===== config.mk =====
export PLATFORM = sky130hd
export DESIGN_NAME = fm_3d_mu_cache_arb_flat
export DESIGN_NICKNAME = d
export VERILOG_FILES = /design/src/rtl/fm_3d_mu_cache_arb_if.sv /design/src/rtl/fm_3d_mu_cache_arb.sv /design/src/flat_wrapper.sv
export SDC_FILE = /design/constraint.sdc
export NUM_CORES = 1
export LEC_CHECK = 0
export CAP_MARGIN = 10
export CORE_AREA = 4 4 114 116
export CTS_BUF_LIST = sky130_fd_sc_hd__clkbuf_4 sky130_fd_sc_hd__clkbuf_8
export DETAILED_ROUTE_END_ITERATION = 7
export DIE_AREA = 0 0 118 120
export GPL_TIMING_DRIVEN = 0
export PLACE_DENSITY = 0.6
export SLEW_MARGIN = 20
export SYNTH_ARGS = -nofsm -noshare
export SYNTH_HDL_FRONTEND = slang
export SYNTH_SLANG_ARGS = --single-unit
export TNS_END_PERCENT = 5

===== constraint.sdc =====
create_clock -name clk_core -period 2.82 [get_ports clk_core]
set_clock_uncertainty 0.2 [all_clocks]
set_input_delay 0.846 -clock clk_core [delete_from_list [all_inputs] [get_ports clk_core]]
set_output_delay 0.846 -clock clk_core [all_outputs]
set_load 0.05 [all_outputs]

===== src/rtl/fm_3d_mu_cache_arb_if.sv =====
// rtl/fm_3d_mu_cache_arb_if.sv - two-port request/burst bundle between the 3D units and the cache arbiter
interface fm_3d_mu_cache_arb_if #(
    parameter int P_AW  = 30,
    parameter int P_DW  = 32,
    parameter int P_BEW = 4,
    parameter int P_LW  = 6
);
    logic              i_req_p0,  i_req_p1;
    logic              i_wr_p0,   i_wr_p1;
    logic [P_AW-1:0]   i_adrs_p0, i_adrs_p1;
    logic [P_LW-1:0]   i_len_p0,  i_len_p1;
    logic [P_BEW-1:0]  i_be_p0,   i_be_p1;
    logic              o_ack_p0,  o_ack_p1;
    logic              i_strw_p0, i_strw_p1;
    logic [P_DW-1:0]   i_dbw_p0,  i_dbw_p1;
    logic              o_ackw_p0, o_ackw_p1;
    logic              o_strr_p0, o_strr_p1;
    logic [P_DW-1:0]   o_dbr_p;

    logic              o_req_ci;
    logic              o_wr_ci;
    logic [P_AW-1:0]   o_adrs_ci;
    logic [P_LW-1:0]   o_len_ci;
    logic [P_BEW-1:0]  o_be_ci;
    logic              o_strw_ci;
    logic [P_DW-1:0]   o_dbw_ci;
    logic              i_ack_ci;
    logic              i_ackw_ci;
    logic              i_strr_ci;
    logic [P_DW-1:0]   i_dbr_ci;

    modport slave (
        input  i_req_p0, i_req_p1, i_wr_p0, i_wr_p1, i_adrs_p0, i_adrs_p1,
        input  i_len_p0, i_len_p1, i_be_p0, i_be_p1, i_strw_p0, i_strw_p1,
        input  i_dbw_p0, i_dbw_p1, i_ack_ci, i_ackw_ci, i_strr_ci, i_dbr_ci,
        output o_ack_p0, o_ack_p1, o_ackw_p0, o_ackw_p1, o_strr_p0, o_strr_p1, o_dbr_p,
        output o_req_ci, o_wr_ci, o_adrs_ci, o_len_ci, o_be_ci, o_strw_ci, o_dbw_ci
    );

    modport master (
        output i_req_p0, i_req_p1, i_wr_p0, i_wr_p1, i_adrs_p0, i_adrs_p1,
        output i_len_p0, i_len_p1, i_be_p0, i_be_p1, i_strw_p0, i_strw_p1,
        output i_dbw_p0, i_dbw_p1, i_ack_ci, i_ackw_ci, i_strr_ci, i_dbr_ci,
        input  o_ack_p0, o_ack_p1, o_ackw_p0, o_ackw_p1, o_strr_p0, o_strr_p1, o_dbr_p,
        input  o_req_ci, o_wr_ci, o_adrs_ci, o_len_ci, o_be_ci, o_strw_ci, o_dbw_ci
    );
endinterface


===== src/rtl/fm_3d_mu_cache_arb.sv =====
// rtl/fm_3d_mu_cache_arb.sv - round-robin burst arbiter for the texture and pixel ports of the 3D cache
module fm_3d_mu_cache_arb #(
    parameter int P_AW  = 30,
    parameter int P_DW  = 32,
    parameter int P_BEW = 4,
    parameter int P_LW  = 6
) (
    input logic                  clk_core,
    input logic                  rst_x,
    fm_3d_mu_cache_arb_if.slave  bus
);
    typedef enum logic [1:0] {ST_IDLE, ST_CMD, ST_WDAT, ST_RDAT} state_t;

    localparam logic [P_LW-1:0] CNT_ONE = P_LW'(1);

    state_t           r_state;
    logic             r_gnt;
    logic             r_last;
    logic [P_LW-1:0]  r_cnt;

    logic             gnt_req, gnt_wr, gnt_strw;
    logic [P_AW-1:0]  gnt_adrs;
    logic [P_LW-1:0]  gnt_len;
    logic [P_BEW-1:0] gnt_be;
    logic [P_DW-1:0]  gnt_dbw;
    logic             in_cmd, in_wdat, in_rdat;
    logic             cmd_ack, beat;

    always_comb begin
        gnt_req  = r_gnt ? bus.i_req_p1  : bus.i_req_p0;
        gnt_wr   = r_gnt ? bus.i_wr_p1   : bus.i_wr_p0;
        gnt_adrs = r_gnt ? bus.i_adrs_p1 : bus.i_adrs_p0;
        gnt_len  = r_gnt ? bus.i_len_p1  : bus.i_len_p0;
        gnt_be   = r_gnt ? bus.i_be_p1   : bus.i_be_p0;
        gnt_strw = r_gnt ? bus.i_strw_p1 : bus.i_strw_p0;
        gnt_dbw  = r_gnt ? bus.i_dbw_p1  : bus.i_dbw_p0;
    end

    assign in_cmd  = (r_state == ST_CMD);
    assign in_wdat = (r_state == ST_WDAT);
    assign in_rdat = (r_state == ST_RDAT);

    // An ack arriving in the same cycle the owner withdraws is not passed on.
    assign cmd_ack = in_cmd & gnt_req & bus.i_ack_ci;
    assign beat    = (in_wdat & gnt_strw & bus.i_ackw_ci) | (in_rdat & bus.i_strr_ci);

    assign bus.o_req_ci  = in_cmd & gnt_req;
    assign bus.o_wr_ci   = in_cmd & gnt_wr;
    assign bus.o_adrs_ci = in_cmd ? gnt_adrs : '0;
    assign bus.o_len_ci  = in_cmd ? gnt_len  : '0;
    assign bus.o_be_ci   = in_cmd ? gnt_be   : '0;
    assign bus.o_strw_ci = in_wdat & gnt_strw;
    assign bus.o_dbw_ci  = in_wdat ? gnt_dbw : '0;

    assign bus.o_ack_p0  = cmd_ack & ~r_gnt;
    assign bus.o_ack_p1  = cmd_ack &  r_gnt;
    assign bus.o_ackw_p0 = in_wdat & ~r_gnt & bus.i_ackw_ci;
    assign bus.o_ackw_p1 = in_wdat &  r_gnt & bus.i_ackw_ci;
    assign bus.o_strr_p0 = in_rdat & ~r_gnt & bus.i_strr_ci;
    assign bus.o_strr_p1 = in_rdat &  r_gnt & bus.i_strr_ci;
    assign bus.o_dbr_p   = bus.i_dbr_ci;

    // r_last starts at 1 so the texture port wins the first contested grant.
    always_ff @(posedge clk_core or posedge rst_x) begin
        if (rst_x) begin
            r_state <= ST_IDLE;
            r_gnt   <= 1'b0;
            r_last  <= 1'b1;
            r_cnt   <= '0;
        end else begin
            case (r_state)
                ST_IDLE: begin
                    if (bus.i_req_p0 | bus.i_req_p1) begin
                        r_gnt   <= (bus.i_req_p0 & bus.i_req_p1) ? ~r_last : bus.i_req_p1;
                        r_state <= ST_CMD;
                    end
                end
                ST_CMD: begin
                    if (!gnt_req) begin
                        r_state <= ST_IDLE;
                    end else if (bus.i_ack_ci) begin
                        r_last  <= r_gnt;
                        r_cnt   <= gnt_len;
                        r_state <= gnt_wr ? ST_WDAT : ST_RDAT;
                    end
                end
                ST_WDAT, ST_RDAT: begin
                    // A zero length wraps through the full counter range.
                    if (beat) begin
                        r_cnt <= r_cnt - CNT_ONE;
                        if (r_cnt == CNT_ONE) r_state <= ST_IDLE;
                    end
                end
                default: r_state <= ST_IDLE;
            endcase
        end
    end
endmodule


===== src/flat_wrapper.sv =====
// flat-port wrapper written by rule: the top's interface ports become plain ports
module fm_3d_mu_cache_arb_flat 
#(
    parameter int P_AW  = 30,
    parameter int P_DW  = 32,
    parameter int P_BEW = 4,
    parameter int P_LW  = 6
)
  (clk_core, rst_x, bus_i_req_p0, bus_i_req_p1, bus_i_wr_p0, bus_i_wr_p1, bus_i_adrs_p0, bus_i_adrs_p1, bus_i_len_p0, bus_i_len_p1, bus_i_be_p0, bus_i_be_p1, bus_i_strw_p0, bus_i_strw_p1, bus_i_dbw_p0, bus_i_dbw_p1, bus_i_ack_ci, bus_i_ackw_ci, bus_i_strr_ci, bus_i_dbr_ci, bus_o_ack_p0, bus_o_ack_p1, bus_o_ackw_p0, bus_o_ackw_p1, bus_o_strr_p0, bus_o_strr_p1, bus_o_dbr_p, bus_o_req_ci, bus_o_wr_ci, bus_o_adrs_ci, bus_o_len_ci, bus_o_be_ci, bus_o_strw_ci, bus_o_dbw_ci);
  fm_3d_mu_cache_arb_if #(.P_AW(P_AW), .P_DW(P_DW), .P_BEW(P_BEW), .P_LW(P_LW)) bus_i ();
  input logic clk_core;
  input logic rst_x;
  input wire logic [$bits(bus_i.i_req_p0)-1:0] bus_i_req_p0;
  input wire logic [$bits(bus_i.i_req_p1)-1:0] bus_i_req_p1;
  input wire logic [$bits(bus_i.i_wr_p0)-1:0] bus_i_wr_p0;
  input wire logic [$bits(bus_i.i_wr_p1)-1:0] bus_i_wr_p1;
  input wire logic [$bits(bus_i.i_adrs_p0)-1:0] bus_i_adrs_p0;
  input wire logic [$bits(bus_i.i_adrs_p1)-1:0] bus_i_adrs_p1;
  input wire logic [$bits(bus_i.i_len_p0)-1:0] bus_i_len_p0;
  input wire logic [$bits(bus_i.i_len_p1)-1:0] bus_i_len_p1;
  input wire logic [$bits(bus_i.i_be_p0)-1:0] bus_i_be_p0;
  input wire logic [$bits(bus_i.i_be_p1)-1:0] bus_i_be_p1;
  input wire logic [$bits(bus_i.i_strw_p0)-1:0] bus_i_strw_p0;
  input wire logic [$bits(bus_i.i_strw_p1)-1:0] bus_i_strw_p1;
  input wire logic [$bits(bus_i.i_dbw_p0)-1:0] bus_i_dbw_p0;
  input wire logic [$bits(bus_i.i_dbw_p1)-1:0] bus_i_dbw_p1;
  input wire logic [$bits(bus_i.i_ack_ci)-1:0] bus_i_ack_ci;
  input wire logic [$bits(bus_i.i_ackw_ci)-1:0] bus_i_ackw_ci;
  input wire logic [$bits(bus_i.i_strr_ci)-1:0] bus_i_strr_ci;
  input wire logic [$bits(bus_i.i_dbr_ci)-1:0] bus_i_dbr_ci;
  output wire logic [$bits(bus_i.o_ack_p0)-1:0] bus_o_ack_p0;
  output wire logic [$bits(bus_i.o_ack_p1)-1:0] bus_o_ack_p1;
  output wire logic [$bits(bus_i.o_ackw_p0)-1:0] bus_o_ackw_p0;
  output wire logic [$bits(bus_i.o_ackw_p1)-1:0] bus_o_ackw_p1;
  output wire logic [$bits(bus_i.o_strr_p0)-1:0] bus_o_strr_p0;
  output wire logic [$bits(bus_i.o_strr_p1)-1:0] bus_o_strr_p1;
  output wire logic [$bits(bus_i.o_dbr_p)-1:0] bus_o_dbr_p;
  output wire logic [$bits(bus_i.o_req_ci)-1:0] bus_o_req_ci;
  output wire logic [$bits(bus_i.o_wr_ci)-1:0] bus_o_wr_ci;
  output wire logic [$bits(bus_i.o_adrs_ci)-1:0] bus_o_adrs_ci;
  output wire logic [$bits(bus_i.o_len_ci)-1:0] bus_o_len_ci;
  output wire logic [$bits(bus_i.o_be_ci)-1:0] bus_o_be_ci;
  output wire logic [$bits(bus_i.o_strw_ci)-1:0] bus_o_strw_ci;
  output wire logic [$bits(bus_i.o_dbw_ci)-1:0] bus_o_dbw_ci;
  assign bus_i.i_req_p0 = bus_i_req_p0;
  assign bus_i.i_req_p1 = bus_i_req_p1;
  assign bus_i.i_wr_p0 = bus_i_wr_p0;
  assign bus_i.i_wr_p1 = bus_i_wr_p1;
  assign bus_i.i_adrs_p0 = bus_i_adrs_p0;
  assign bus_i.i_adrs_p1 = bus_i_adrs_p1;
  assign bus_i.i_len_p0 = bus_i_len_p0;
  assign bus_i.i_len_p1 = bus_i_len_p1;
  assign bus_i.i_be_p0 = bus_i_be_p0;
  assign bus_i.i_be_p1 = bus_i_be_p1;
  assign bus_i.i_strw_p0 = bus_i_strw_p0;
  assign bus_i.i_strw_p1 = bus_i_strw_p1;
  assign bus_i.i_dbw_p0 = bus_i_dbw_p0;
  assign bus_i.i_dbw_p1 = bus_i_dbw_p1;
  assign bus_i.i_ack_ci = bus_i_ack_ci;
  assign bus_i.i_ackw_ci = bus_i_ackw_ci;
  assign bus_i.i_strr_ci = bus_i_strr_ci;
  assign bus_i.i_dbr_ci = bus_i_dbr_ci;
  assign bus_o_ack_p0 = bus_i.o_ack_p0;
  assign bus_o_ack_p1 = bus_i.o_ack_p1;
  assign bus_o_ackw_p0 = bus_i.o_ackw_p0;
  assign bus_o_ackw_p1 = bus_i.o_ackw_p1;
  assign bus_o_strr_p0 = bus_i.o_strr_p0;
  assign bus_o_strr_p1 = bus_i.o_strr_p1;
  assign bus_o_dbr_p = bus_i.o_dbr_p;
  assign bus_o_req_ci = bus_i.o_req_ci;
  assign bus_o_wr_ci = bus_i.o_wr_ci;
  assign bus_o_adrs_ci = bus_i.o_adrs_ci;
  assign bus_o_len_ci = bus_i.o_len_ci;
  assign bus_o_be_ci = bus_i.o_be_ci;
  assign bus_o_strw_ci = bus_i.o_strw_ci;
  assign bus_o_dbw_ci = bus_i.o_dbw_ci;
  fm_3d_mu_cache_arb #(.P_AW(P_AW), .P_DW(P_DW), .P_BEW(P_BEW), .P_LW(P_LW)) u_core (.clk_core(clk_core), .rst_x(rst_x), .bus(bus_i));
endmodule

==> flow_summary.rst <==
.. list-table::
   :header-rows: 1

   * - Metric
     - Value
   * - Pwr Density
     - 980 mW/mm2
   * - Post-synthesis cell count
     - 249
   * - Share of async-settable or async-resettable flops after synthesis
     - 100%
   * - Worst supply voltage drop on vdd
     - about 0.30 mV
   * - Number of flops mapped to enable cells by yosys
     - 0
   * - Die area
     - 0.0142 mm2
   * - Grt met3 use
     - around 3.6%
   * - Number of buffers on the longest clock path
     - 2
   * - Clock transition time at the flip-flop clock pins of the worst setup and hold paths
     - approximately 0.050 ns
   * - Proportion of layout cells with a drive suffix above 1
     - 31.9%
   * - Met2 track utilization from global routing
     - about 28%
   * - Most congested layer reported by global routing
     - met2
   * - Total via count after detailed routing
     - ~2900
   * - Post-route clock period utilization
     - 99.2%
   * - Clock buffer count from CTS
     - 3
   * - Worst Path Max Fanout
     - 5
   * - Mean Syn Cell Area
     - 7.97 um2
   * - Count of buffers inserted at the top-level ports
     - 267
   * - Top-area cell type share of the netlist area
     - 21.2%
   * - H-tree levels
     - 1
   * - Post-route total power
     - ~0.0048 W
   * - Final Hold Vio Count
     - 0
   * - Total setup violations reported at the end of the flow
     - 0
   * - Detail Placement HPWL
     - ~9.6 mm
   * - Synth top area cells
     - sky130_fd_sc_hd__mux2i_1 21%, sky130_fd_sc_hd__a22o_1 15%, sky130_fd_sc_hd__buf_4 14%, sky130_fd_sc_hd__dfrtp_1 11%, sky130_fd_sc_hd__nor2_1 9.1%
   * - Critical path launch point type
     - register
   * - Worst slack, placed
     - -1.15 ns
   * - First-pass GRT wire length
     - 16.5 mm
   * - Total iterations of the first detailed-routing run
     - 4
   * - Worst hold path class
     - register to register
   * - Final worst path period need
     - 2.80 ns
   * - Yosys warning count
     - 0
   * - Setup_tns
     - 0 ns
   * - RePlAce Congestion
     - 0.801
   * - Library cell occupying the most area in the post-synthesis netlist
     - sky130_fd_sc_hd__mux2i_1
   * - Met1 usage
     - 16.3%
   * - Routed wire length
     - 11.0 mm
   * - CP Class
     - register to output port
   * - Root buf cell
     - sky130_fd_sc_hd__clkbuf_8
   * - Worst-Margin Slew
     - between 0.5 and 0.6 ns
   * - Overall Global Routing Usage
     - 14.2%
   * - Number of nets in the finished design
     - 717
   * - RSZ-0062 raised after global routing
     - true
   * - Synthesized Nets
     - approximately 440
   * - Final antenna-violating net count
     - 0
   * - Data required time of the critical path
     - 1.77 ns
   * - Count of max-cap constraint violations
     - 0
   * - Static leakage power
     - 2.26 nW
   * - Number of synthesized register bits
     - 10
   * - Fill count
     - 1211
   * - Average wire per cell in the routed design
     - 16.4 um
   * - Post-Synthesis Cell Area
     - 0.00198 mm2
   * - Floorplan Core Area
     - 0.0119 mm2
   * - Element type at the critical path end
     - output port
   * - Primary FF master, synth
     - sky130_fd_sc_hd__dfrtp_1
   * - Number of antenna violations at the first check in global routing
     - 0
   * - Detailed-route vias per instance
     - 4.29
   * - Number of pins exceeding their max-slew limit in the final report
     - 0
   * - Top cell by count, worst path
     - sky130_fd_sc_hd__buf_4
   * - Standard cell area after detailed placement
     - 0.00484 mm2
   * - Proportion of synthesized chip area in sequential cells
     - 12.7%
   * - Arrival time of data at the critical path endpoint
     - 1.75 ns
   * - Number of global-route vias before repair
     - around 3000
   * - Run status
     - completed
   * - Maximum clock rate
     - 358 MHz
   * - Cell with the largest stage delay on the worst path
     - sky130_fd_sc_hd__dfrtp_1
   * - Longest individual stage delay on the worst path
     - between 0.3 and 0.4 ns
   * - Largest net degree at the start of global routing
     - 11
   * - Cell Chain, Critical Path
     - buf_6 -> inv_1 -> nor3b_4 -> buf_4 -> buf_4 -> buf_4 -> a22o_1 -> buf_4
   * - Placement Rows
     - 40
   * - Final routed DRC violation total
     - 0
   * - Clock network latency to the later pin of the worst-skew pair
     - 0.23 ns
   * - Chip Height
     - between 100 and 150 um
   * - Share of the core filled with cells in the final layout
     - 41.4%
   * - Area Overhead vs Synth
     - 148%
   * - First DRT Iteration DRCs
     - 75
   * - Die W
     - 118 um
   * - Starting density of the core
     - around 17%
   * - Total grt overflow
     - 0
   * - Hold buffers post-CTS
     - 0
   * - Cell variety after synth
     - 44
   * - Antenna diode count
     - 0
   * - Worst-case setup margin in the final layout
     - 0.0235 ns
   * - Rel. slew slack
     - a little under two thirds
   * - Final standard cell area without fillers
     - a little under 0.005 mm2
   * - Sink Count
     - 10
   * - Top-level I/O count
     - 300
   * - CTS tree
     - built
## power breakdown
group	switching [W]	internal, W
logic	0.00261	0.00176
registers	0.0000612	0.000219
clock network	0.0000558	0.000123
## worst paths after layout
check / startpoint / end / slack [ns] / cells past startpoint
max reg2reg: u_core.r_gnt / u_core.r_cnt[1] / 0.94 / 5
max: u_core.r_gnt / bus_o_dbw_ci[0] / 0.02 / 8
min in group asynchronous: rst_x / u_core.r_state[0] / 0.71 / 2
min: u_core.r_cnt[4] / u_core.r_cnt[4] / 0.31 / 1
max in group asynchronous: rst_x / u_core.r_last / 1.38 / 2
min reg2reg: u_core.r_cnt[4] / u_core.r_cnt[4] / 0.31 / 1
## logic make-up after synthesis
logic type / Yosys count / synth area share (%)
DFF: 10 / 12.7
adders and majority gates: 2 / 1.26
and+or+nand+nor: 77 / 19.0
AOI/OAI and AO/OA: 55 / 23.6
muxes: 46 / 24.4
buffers and inverters: 59 / 19.0
## cells in the mapped netlist, types with 2 or more instances
cell and count:
sky130_fd_sc_hd__nor3_1 3, sky130_fd_sc_hd__nand3b_1 2, sky130_fd_sc_hd__mux2i_1 42, sky130_fd_sc_hd__buf_4 37, sky130_fd_sc_hd__nor3b_1 2, sky130_fd_sc_hd__dfrtp_1 9
sky130_fd_sc_hd__o21ai_0 2, sky130_fd_sc_hd__clkbuf_1 5, sky130_fd_sc_hd__inv_1 7, sky130_fd_sc_hd__nor4b_1 2, sky130_fd_sc_hd__mux2_4 2, sky130_fd_sc_hd__nor2_1 48
sky130_fd_sc_hd__buf_2 8, sky130_fd_sc_hd__a31oi_1 2, sky130_fd_sc_hd__and2_1 3, sky130_fd_sc_hd__a21o_1 2, sky130_fd_sc_hd__a211o_1 3, sky130_fd_sc_hd__nand3_1 2
sky130_fd_sc_hd__nand2_1 5, sky130_fd_sc_hd__a21oi_1 4, sky130_fd_sc_hd__a22o_1 34, sky130_fd_sc_hd__ha_1 2, sky130_fd_sc_hd__nor3b_2 2
## layout make-up
| type | count | area, um2 | share of cell area [%] |
|---|---|---|---|
| Buffer | 51 | 420 | 8.53 |
| Clock buffer | 4 | 55.1 | 1.12 |
| Inverter | 7 | 26.3 | 0.533 |
| Multi-Input combinational cell | 180 | 1420 | 28.9 |
| Sequential cell | 10 | 251 | 5.10 |
| Tap cell | 147 | 184 | 3.73 |
| Timing Repair Buffer | 275 | 2570 | 52.1 |
## flip-flops by register name (all words and copies together) (netlist names)
| register | flops |
|---|---|
| u_core.r_cnt | 6 |
| u_core.r_state | 2 |
| u_core.r_gnt | 1 |
| u_core.r_last | 1 |
## metrics by stage
stage,instances,hold WS [ns]
6_report,674,0.312
5_1_grt,674,0.321
4_1_cts,674,0.314
3_5_place_dp,663,0.302
3_3_place_gp,663,0.293
2_1_floorplan,249,0.277
## what timing repair did
item                                    4_1_cts  5_1_grt
gates resized for setup                     489       61
gates cloned                                  0        0
endpoints found under the setup margin       81       78
buffers inserted                              7        1
pin swaps                                     3        1
## cells in the final DEF (no fill, tap or decap), types with 2 or more instances in the layout
| cell | Yosys | layout |
|---|---|---|
| sky130_fd_sc_hd__clkdlybuf4s50_1 | 0 | 182 |
| sky130_fd_sc_hd__buf_4 | 37 | 81 |
| sky130_fd_sc_hd__nor2_1 | 48 | 42 |
| sky130_fd_sc_hd__mux2i_1 | 42 | 40 |
| sky130_fd_sc_hd__a22o_1 | 34 | 34 |
| sky130_fd_sc_hd__buf_6 | 1 | 23 |
| sky130_fd_sc_hd__clkbuf_4 | 0 | 19 |
| sky130_fd_sc_hd__buf_2 | 8 | 11 |
| sky130_fd_sc_hd__dfrtp_1 | 9 | 9 |
| sky130_fd_sc_hd__inv_1 | 7 | 7 |
| sky130_fd_sc_hd__nor2_2 | 1 | 6 |
| sky130_fd_sc_hd__nand2_1 | 5 | 5 |
| sky130_fd_sc_hd__a21oi_1 | 4 | 4 |
| sky130_fd_sc_hd__clkbuf_8 | 0 | 4 |
| sky130_fd_sc_hd__nor3_1 | 3 | 3 |
| sky130_fd_sc_hd__a211o_1 | 3 | 3 |
| sky130_fd_sc_hd__clkbuf_2 | 0 | 3 |
| sky130_fd_sc_hd__and2_1 | 3 | 3 |
| sky130_fd_sc_hd__nor3b_1 | 2 | 2 |
| sky130_fd_sc_hd__a31oi_1 | 2 | 2 |
| sky130_fd_sc_hd__mux2i_4 | 1 | 2 |
| sky130_fd_sc_hd__nand3b_1 | 2 | 2 |
| sky130_fd_sc_hd__nand3_4 | 0 | 2 |
| sky130_fd_sc_hd__mux2_4 | 2 | 2 |
| sky130_fd_sc_hd__a21o_1 | 2 | 2 |
| sky130_fd_sc_hd__nor4b_1 | 2 | 2 |
| sky130_fd_sc_hd__o21ai_0 | 2 | 2 |
| sky130_fd_sc_hd__buf_8 | 0 | 2 |
| sky130_fd_sc_hd__nor3b_4 | 0 | 2 |
| sky130_fd_sc_hd__ha_1 | 2 | 2 |
## worst max-delay path: cells and delay by family, from the launching register on
kind	cells	cell delay (ns)
compound gates	1	0.17
buf+inv	6	0.91
flops	1	0.37
simple gates	1	0.07
## per-layer routing
metal / vias to the layer above / routed length [um]
met2: 163 / 5950
li1: 1421 / -
met1: 1305 / 4220
met4: 0 / 19
met3: 2 / 851
met5: - / 0
Note: power is estimated with default switching activity, not from simulation.
